===== config.mk =====
export PLATFORM = sky130hd
export DESIGN_NAME = mem_access_ctrl_flat
export DESIGN_NICKNAME = d
export VERILOG_FILES = /design/src/rtl/mem_access_ctrl_if.sv /design/src/rtl/mem_access_ctrl.sv /design/src/flat_wrapper.sv
export SDC_FILE = /design/constraint.sdc
export NUM_CORES = 1
export LEC_CHECK = 0
export ABC_AREA = 1
export CORE_ASPECT_RATIO = 0.75
export CORE_MARGIN = 3
export CORE_UTILIZATION = 35
export DETAILED_ROUTE_END_ITERATION = 12
export GPL_ROUTABILITY_DRIVEN = 0
export GPL_TIMING_DRIVEN = 0
export PLACE_DENSITY = 0.86
export REMOVE_ABC_BUFFERS = 1
export SYNTH_ARGS = -nofsm -noshare
export SYNTH_HDL_FRONTEND = slang
export SYNTH_SLANG_ARGS = --single-unit

===== constraint.sdc =====
create_clock -name clk -period 1.52 [get_ports clk]
set_input_delay 0.304 -clock clk [delete_from_list [all_inputs] [get_ports clk]]
set_output_delay 0.304 -clock clk [all_outputs]
set_load 0.05 [all_outputs]

===== src/rtl/mem_access_ctrl_if.sv =====
// Requester and memory-side bus bundle for mem_access_ctrl.
// The slave modport is the controller's view; master is the requester/memory environment.
interface mem_access_ctrl_if #(
  parameter int unsigned BIT_WIDTH = 32
);
  logic                 req_valid;
  logic                 req_ready;
  logic                 req_we;
  logic [BIT_WIDTH-1:0] req_addr;
  logic [BIT_WIDTH-1:0] req_wdata;
  logic                 resp_valid;
  logic                 resp_ready;
  logic [BIT_WIDTH-1:0] resp_rdata;
  logic                 resp_err;
  logic [BIT_WIDTH-1:0] mem_addr;
  logic [BIT_WIDTH-1:0] mem_wdata;
  logic                 mem_we;
  logic [BIT_WIDTH-1:0] mem_rdata;

  modport slave (
    input  req_valid, req_we, req_addr, req_wdata, resp_ready, mem_rdata,
    output req_ready, resp_valid, resp_rdata, resp_err, mem_addr, mem_wdata, mem_we
  );

  modport master (
    output req_valid, req_we, req_addr, req_wdata, resp_ready, mem_rdata,
    input  req_ready, resp_valid, resp_rdata, resp_err, mem_addr, mem_wdata, mem_we
  );
endinterface


===== src/rtl/mem_access_ctrl.sv =====
// Single-outstanding load/store controller in front of a registered-read word memory.
// Validates byte addresses, drives one memory access, and returns a held response.
module mem_access_ctrl #(
  parameter int unsigned BIT_WIDTH  = 32,
  parameter int unsigned DEPTH_LOG2 = 5
) (
  input  logic             clk,
  input  logic             rst_n,
  mem_access_ctrl_if.slave bus
);

  localparam int unsigned IDX_LO = 2;
  localparam int unsigned IDX_HI = DEPTH_LOG2 + 1;

  typedef enum logic [1:0] {IDLE, ISSUE, CAPTURE, RESP} state_t;

  state_t               r_state;
  state_t               w_state_nxt;
  logic                 r_is_store;
  logic                 w_is_store_nxt;
  logic [BIT_WIDTH-1:0] r_mem_addr;
  logic [BIT_WIDTH-1:0] w_mem_addr_nxt;
  logic [BIT_WIDTH-1:0] r_mem_wdata;
  logic [BIT_WIDTH-1:0] w_mem_wdata_nxt;
  logic                 r_mem_we;
  logic                 w_mem_we_nxt;
  logic                 r_resp_valid;
  logic                 w_resp_valid_nxt;
  logic                 r_resp_err;
  logic                 w_resp_err_nxt;
  logic [BIT_WIDTH-1:0] r_resp_rdata;
  logic [BIT_WIDTH-1:0] w_resp_rdata_nxt;
  logic                 w_addr_err;

  // Misaligned byte address or word index beyond the memory depth
  assign w_addr_err = (bus.req_addr[1:0] != 2'b00) ||
                      (bus.req_addr[BIT_WIDTH-1:DEPTH_LOG2+2] != '0);

  always_ff @(posedge clk or negedge rst_n) begin
    if (!rst_n) begin
      r_state      <= IDLE;
      r_is_store   <= 1'b0;
      r_mem_addr   <= '0;
      r_mem_wdata  <= '0;
      r_mem_we     <= 1'b0;
      r_resp_valid <= 1'b0;
      r_resp_err   <= 1'b0;
      r_resp_rdata <= '0;
    end else begin
      r_state      <= w_state_nxt;
      r_is_store   <= w_is_store_nxt;
      r_mem_addr   <= w_mem_addr_nxt;
      r_mem_wdata  <= w_mem_wdata_nxt;
      r_mem_we     <= w_mem_we_nxt;
      r_resp_valid <= w_resp_valid_nxt;
      r_resp_err   <= w_resp_err_nxt;
      r_resp_rdata <= w_resp_rdata_nxt;
    end
  end

  always_comb begin
    w_state_nxt      = r_state;
    w_is_store_nxt   = r_is_store;
    w_mem_addr_nxt   = r_mem_addr;
    w_mem_wdata_nxt  = r_mem_wdata;
    w_mem_we_nxt     = 1'b0;
    w_resp_valid_nxt = r_resp_valid;
    w_resp_err_nxt   = r_resp_err;
    w_resp_rdata_nxt = r_resp_rdata;

    case (r_state)
      IDLE: begin
        if (bus.req_valid) begin
          w_resp_rdata_nxt = '0;
          w_resp_err_nxt   = 1'b0;
          if (w_addr_err) begin
            w_state_nxt      = RESP;
            w_resp_valid_nxt = 1'b1;
            w_resp_err_nxt   = 1'b1;
          end else begin
            w_state_nxt     = ISSUE;
            w_is_store_nxt  = bus.req_we;
            w_mem_addr_nxt  = BIT_WIDTH'(bus.req_addr[IDX_HI:IDX_LO]);
            w_mem_wdata_nxt = bus.req_wdata;
            w_mem_we_nxt    = bus.req_we;
          end
        end
      end
      // Memory samples the address at this state's exit edge; a store completes there
      ISSUE: begin
        if (r_is_store) begin
          w_state_nxt      = RESP;
          w_resp_valid_nxt = 1'b1;
        end else begin
          w_state_nxt = CAPTURE;
        end
      end
      CAPTURE: begin
        w_state_nxt      = RESP;
        w_resp_valid_nxt = 1'b1;
        w_resp_rdata_nxt = bus.mem_rdata;
      end
      RESP: begin
        if (bus.resp_ready) begin
          w_state_nxt      = IDLE;
          w_resp_valid_nxt = 1'b0;
        end
      end
      default: w_state_nxt = IDLE;
    endcase
  end

  assign bus.req_ready  = (r_state == IDLE);
  assign bus.resp_valid = r_resp_valid;
  assign bus.resp_err   = r_resp_err;
  assign bus.resp_rdata = r_resp_rdata;
  assign bus.mem_addr   = r_mem_addr;
  assign bus.mem_wdata  = r_mem_wdata;
  assign bus.mem_we     = r_mem_we;

endmodule


===== src/flat_wrapper.sv =====
// flat-port wrapper written by rule: the top's interface ports become plain ports
module mem_access_ctrl_flat 
#(
  parameter int unsigned BIT_WIDTH  = 32,
  parameter int unsigned DEPTH_LOG2 = 5
)
  (clk, rst_n, bus_req_valid, bus_req_we, bus_req_addr, bus_req_wdata, bus_resp_ready, bus_mem_rdata, bus_req_ready, bus_resp_valid, bus_resp_rdata, bus_resp_err, bus_mem_addr, bus_mem_wdata, bus_mem_we);
  mem_access_ctrl_if #(.BIT_WIDTH(BIT_WIDTH)) bus_i ();
  input  logic clk;
  input  logic rst_n;
  input wire logic [$bits(bus_i.req_valid)-1:0] bus_req_valid;
  input wire logic [$bits(bus_i.req_we)-1:0] bus_req_we;
  input wire logic [$bits(bus_i.req_addr)-1:0] bus_req_addr;
  input wire logic [$bits(bus_i.req_wdata)-1:0] bus_req_wdata;
  input wire logic [$bits(bus_i.resp_ready)-1:0] bus_resp_ready;
  input wire logic [$bits(bus_i.mem_rdata)-1:0] bus_mem_rdata;
  output wire logic [$bits(bus_i.req_ready)-1:0] bus_req_ready;
  output wire logic [$bits(bus_i.resp_valid)-1:0] bus_resp_valid;
  output wire logic [$bits(bus_i.resp_rdata)-1:0] bus_resp_rdata;
  output wire logic [$bits(bus_i.resp_err)-1:0] bus_resp_err;
  output wire logic [$bits(bus_i.mem_addr)-1:0] bus_mem_addr;
  output wire logic [$bits(bus_i.mem_wdata)-1:0] bus_mem_wdata;
  output wire logic [$bits(bus_i.mem_we)-1:0] bus_mem_we;
  assign bus_i.req_valid = bus_req_valid;
  assign bus_i.req_we = bus_req_we;
  assign bus_i.req_addr = bus_req_addr;
  assign bus_i.req_wdata = bus_req_wdata;
  assign bus_i.resp_ready = bus_resp_ready;
  assign bus_i.mem_rdata = bus_mem_rdata;
  assign bus_req_ready = bus_i.req_ready;
  assign bus_resp_valid = bus_i.resp_valid;
  assign bus_resp_rdata = bus_i.resp_rdata;
  assign bus_resp_err = bus_i.resp_err;
  assign bus_mem_addr = bus_i.mem_addr;
  assign bus_mem_wdata = bus_i.mem_wdata;
  assign bus_mem_we = bus_i.mem_we;
  mem_access_ctrl #(.BIT_WIDTH(BIT_WIDTH), .DEPTH_LOG2(DEPTH_LOG2)) u_core (.clk(clk), .rst_n(rst_n), .bus(bus_i));
endmodule

### After elaboration in Yosys (flattened, before gate mapping)

Cells that the tools add are included.

| word-level totals | value |
|---|---|
| register bits | 75 |
| input port bits | 101 |
| output and inout bits | 100 |

| cells by class | value |
|---|---|
| equality and inequality tests | 7 |
| multiplexer cells | 16 |
| bitwise gates (word level) | 1 |
| reduce and logical (&&, ||, !) cells | 10 |

Operators with widths:

| kind | count |
|---|---|
| one-hot mux 32 bit (2 select lines) | 1 |
| 2-to-1 mux 32 bit | 1 |
| nonzero test 25 bit | 1 |
| 2-to-1 mux 1 bit | 9 |
| one-hot mux 2 bit (4 select lines) | 1 |
| 2-to-1 mux 2 bit | 3 |
| AND reduction 2 bit | 3 |
| == test 2 bit, second input constant | 2 |
| != test 2 x 1 -> 1 bit, second input constant | 2 |
| != test 2 bit, second input constant | 2 |
| one-hot mux 1 bit (4 select lines) | 1 |
| AND reduction 4 bit | 1 |
| nonzero test 2 bit | 2 |
| AND reduction 3 bit | 1 |
| == test 2 x 1 -> 1 bit, second input constant | 1 |
| logical NOT 2 bit | 1 |
| logical OR 1 bit | 1 |
| inverter 1 bit | 1 |

### Depth between registers and ports, before layout

| depth | value |
|---|---|
| depth after elaboration | 5 |
| depth in mapped cells | 11 |
| mapped depth without buffers | 9 |

### Least setup slack after synthesis

Ideal clock, no wire load.

| timing | value |
|---|---|
| path kind | register to register |
| start point | register u_core.r_state[1] |
| end point | register u_core.r_mem_wdata[13], in the netlist u_core.bus.mem_wdata[13] |
| setup time | 0.118 ns |
| data arrival time | 1.957 ns |
| required time | 1.402 ns |
| path slack | -0.555 ns |
| cell stages (with the launch flop) | 12 |
| path buffers | 2 |
| period minus slack after synthesis | 2.075 ns |
| cells stage by stage | dfrtp_1 > inv_1 > ha_1 > nand2_1 > nor2_1 > nand2_1 > nor2_2 > nand3_1 > buf_4 > buf_6 > nand2_1 > nand2_1 |

| on the way | value |
|---|---|
| longest elaborated chain between the ends | 2 |

Ends and longest elaborated chain:

| what | RTL line | RTL |
|---|---|---|
| start: declaration | mem_access_ctrl.sv:17 | `state_t r_state;` |
| start signal: assignment | mem_access_ctrl.sv:50 | `r_state <= w_state_nxt;` |
| logical NOT 2 bit | - |  |
| net bus_req_ready | flat_wrapper.sv:17 | `output wire logic [$bits(bus_i.req_ready)-1:0] bus_req_ready;` |
| AND reduction 3 bit (no source line) | - |  |
| end signal: assignment | mem_access_ctrl.sv:53 | `r_mem_wdata <= w_mem_wdata_nxt;` |
| end: declaration | mem_access_ctrl.sv:23 | `logic [BIT_WIDTH-1:0] r_mem_wdata;` |

The timed path passes the listed nets, and every way through them passes these cells.
A chain may end at the register's enable or synchronous reset.

### Worst setup path in the final report

| timing | value |
|---|---|
| start point | register u_core.r_state[0] |
| end point | register u_core.r_mem_addr[4], in the netlist u_core.bus.mem_addr[4] |

| on the way | value |
|---|---|
| longest elaborated chain between the ends | 2 |

Ends and longest elaborated chain:

| what | RTL line | RTL |
|---|---|---|
| logical NOT 2 bit | mem_access_ctrl.sv:71 | `case (r_state)` |
| AND reduction 3 bit (no source line) | - |  |
| end signal: assignment | mem_access_ctrl.sv:52 | `r_mem_addr <= w_mem_addr_nxt;` |
| end: declaration | mem_access_ctrl.sv:21 | `logic [BIT_WIDTH-1:0] r_mem_addr;` |

Every way passes these cells.

==> impl_metrics.py <==
metrics = {
    "synthesis": {
        "synth_adder_area_share_pct": 1.41,
        "netlist.top_cell.by_area": "dfrtp_1",
        "yosys.area_share.simple_pct": 25.0,
        "synthMuxAreaShare_pct": 0,
        "synth_top_family_by_area": "simple AND/OR/NAND/NOR gates",
        "synth_compound_area_share_pct": 6.19,
        "synth_area_per_cell_sq_um": 8.23,
        "synthXorXnorAreaFrac_pct": 0,
        "synth_top_area_share_pct": 53.1,
        "synth.distinct_cells": 18,
        "yosys-top-cells-area": "dfrtp_1, nand2_1, nand3_1",
        "ys_ff_latch": 75,
        "ys_seq_area_share_pct": 53.1,
        "netlist_area_sq_um": 3540,
        "yosysWarnings": 0,
        "syn_inst": 430,
    },
    "timing": {
        "slew_headroom_pct": 65.5,
        "max_freq_mhz": 584,
        "fin_crit_sh_pct": 113,
        "setup_slack_ns": -0.193,
        "setup-tns-final_ns": -5.64,
        "hold_viol_final": 0,
        "slew_violations": 0,
        "worstMarginPinSlew_ns": 0.519,
        "grt_setup_unrepaired": "yes",
        "holdWs_ns": 0.432,
        "period_minus_slack_ns": 1.71,
        "fin_skew_ns": 0.00502,
        "setup_viol": 41,
    },
    "detailed_routing": {
        "drc": 0,
        "wl_met3_mm": 1.12,
        "viasPerCell": 4.87,
        "totalWireLength_mm": 13.1,
        "met1_length_mm": 5.46,
        "vias": 3744,
        "wl_met2_mm": 6.33,
        "drt_pass1_iterations": 4,
        "top_layer": "met4",
        "postRouteAntennaNets": 0,
        "avgRoutedWirePerCell_microns": 17.0,
        "drtIter0Drc": 153,
    },
    "cells_and_area": {
        "syn2layout_area_growth_pct": 74.6,
        "layout_commonest_cell": "clkdlybuf4s50_1",
        "final_cell_mix": "clkdlybuf4s50_1, dfrtp_1, nand2_1, nand3_1, clkbuf_2",
        "final_nets": 737,
        "final_core_util_pct": 63.4,
        "final_layout_size_suffix_gt1_share_pct": 30.1,
        "num_antenna_cells": 0,
    },
    "grt": {
        "grt_max_degree": 76,
        "grt_pass1_wl_mm": 19.3,
        "grt_use_total_pct": 22.0,
        "grt_pass1_vias": 3748,
        "antenna_found_initial": 0,
        "grt-ovfl-total": 0,
    },
    "cts": {
        "cts_sinks": 75,
        "clock-root-buffer": "clkbuf_16",
        "cts_tree": "done",
        "clockBufferDepth": 2,
        "cts_buffers": 9,
        "clkSlewWorstSetupHoldPaths_ns": 0.06,
        "clock_latency_ns": 0.33,
        "h-tree-depth": 3,
    },
    "floorplanning": {
        "io_pins": 201,
        "die-area_sq_um": 11400,
        "core_area_sq_um": 9740,
        "die_x_microns": 122,
        "rows": 31,
        "start_util_pct": 36.3,
        "die_y_microns": 93.1,
    },
    "job": {
        "drv_cap": 0,
    },
    "worst_setup_path": {
        "critPathKind": "register to register",
        "critPathMaxFanout": 5,
        "cp-start-kind": "register",
        "cp.required_ns": 1.73,
        "cp-end-kind": "register",
        "worstPathArrival_ns": 1.92,
    },
    "run_status": {
        "violations": "setup timing",
        "status": "finished, violations left",
    },
    "pwr": {
        "p_leak_nw": 2.97,
        "powerDensity_nw_per_um2": 1610,
        "p_total_mw": 9.96,
        "vdd_drop_max_v": 0.00127,
    },
    "placed_design": {
        "portBuffers": 173,
        "dpl.hpwl_mm": 7.13,
    },
    "hold_path": {
        "hold_class": "input pin to register",
    },
}
==> report_power, final <==
group	switching (mW)	internal, mW
clock	0.808	1.61
combinational	3.26	1.64
sequential	0.236	2.41
total	4.30	5.66
==> area by class of cell <==
cell class	instances	area, sq um
flip-flops and latches	75	1880
fillers	785	3560
clock inverters	6	113
repair buffers	202	1860
inverters	51	191
multi-input cells	293	1740
clock buffers	10	229
well taps	132	165
==> per-layer routing <==
layer	vias to the layer above	global-route usage, %
met4	0	5.68
met2	192	38.0
li1	1738	-
met5	-	0
met1	1790	27.4
met3	24	6.17
==> registers in the layout, summed over array words and instances (netlist names) <==
| signal | cells |
|---|---|
| u_core.bus.mem_wdata | 32 |
| u_core.bus.resp_rdata | 32 |
| u_core.bus.mem_addr | 5 |
| u_core.bus.mem_we | 1 |
| u_core.r_is_store | 1 |
| u_core.r_state | 2 |
| u_core.bus.resp_err | 1 |
| u_core.bus.resp_valid | 1 |
==> timing repair <==
| item | in CTS | in global routing |
|---|---|---|
| hold buffers | 1 | 0 |
| resized for setup | 199 | 166 |
| hold endpoints to repair | 1 | 0 |
| endpoints found under the setup margin | 148 | 136 |
| pin swaps | 23 | 19 |
| cloned | 12 | 2 |
| setup buffers | 19 | 7 |
==> synthesized netlist by cell type (all sizes together) <==
| cell | n |
|---|---|
| o21ai | 37 |
| nand2 | 100 |
| dfrtp | 75 |
| inv | 51 |
| o22ai | 1 |
| o21a | 1 |
| nor2 | 32 |
| and2 | 1 |
| buf | 33 |
| nand3b | 1 |
| conb | 1 |
| nand3 | 73 |
| clkbuf | 16 |
| a21oi | 4 |
| ha | 4 |
==> path summary, 6_finish.rpt <==
check	startpoint	end	slack (ns)	depth (start not counted)
max	u_core.r_state[0]	u_core.bus.mem_addr[4]	-0.19	10
min	bus_req_valid	u_core.bus.mem_wdata[29]	0.43	3
max reg2reg	u_core.r_state[0]	u_core.bus.mem_addr[4]	-0.19	10
min reg2reg	u_core.bus.mem_wdata[0]	u_core.bus.mem_wdata[0]	0.48	2
max in group asynchronous	rst_n	u_core.bus.resp_rdata[6]	0.67	3
min in group asynchronous	rst_n	u_core.bus.resp_err	0.51	3
==> worst max-delay path: stages (launching register included) <==
cell and delay, ns:
dfrtp_1 0.39, inv_2 0.10, ha_4 0.18, nand2_4 0.06, nor2_4 0.09, nand2_2 0.07, nor2_4 0.17, buf_12 0.17
nand3_4 0.16, nand2_2 0.12, nand2_1 0.07
==> stage by stage <==
stage               area, sq um  setup slack [ns]  cells
floorplan                  3320             -1.00    407
CTS                        6130            -0.160    761
global route               6170            -0.230    769
global placement           5220             -2.33    712
finish                     6170            -0.193    769
detailed placement         5250             -2.49    713
==> cells by family after synthesis <==
kind of cell / after synthesis
other: 1
flip-flops: 75
buffers and inverters: 100
AO/OA/AOI/OAI: 43
AND/OR/NAND/NOR: 207
adder cells (fa/ha/maj): 4
Power figures use the tool's default switching activity.
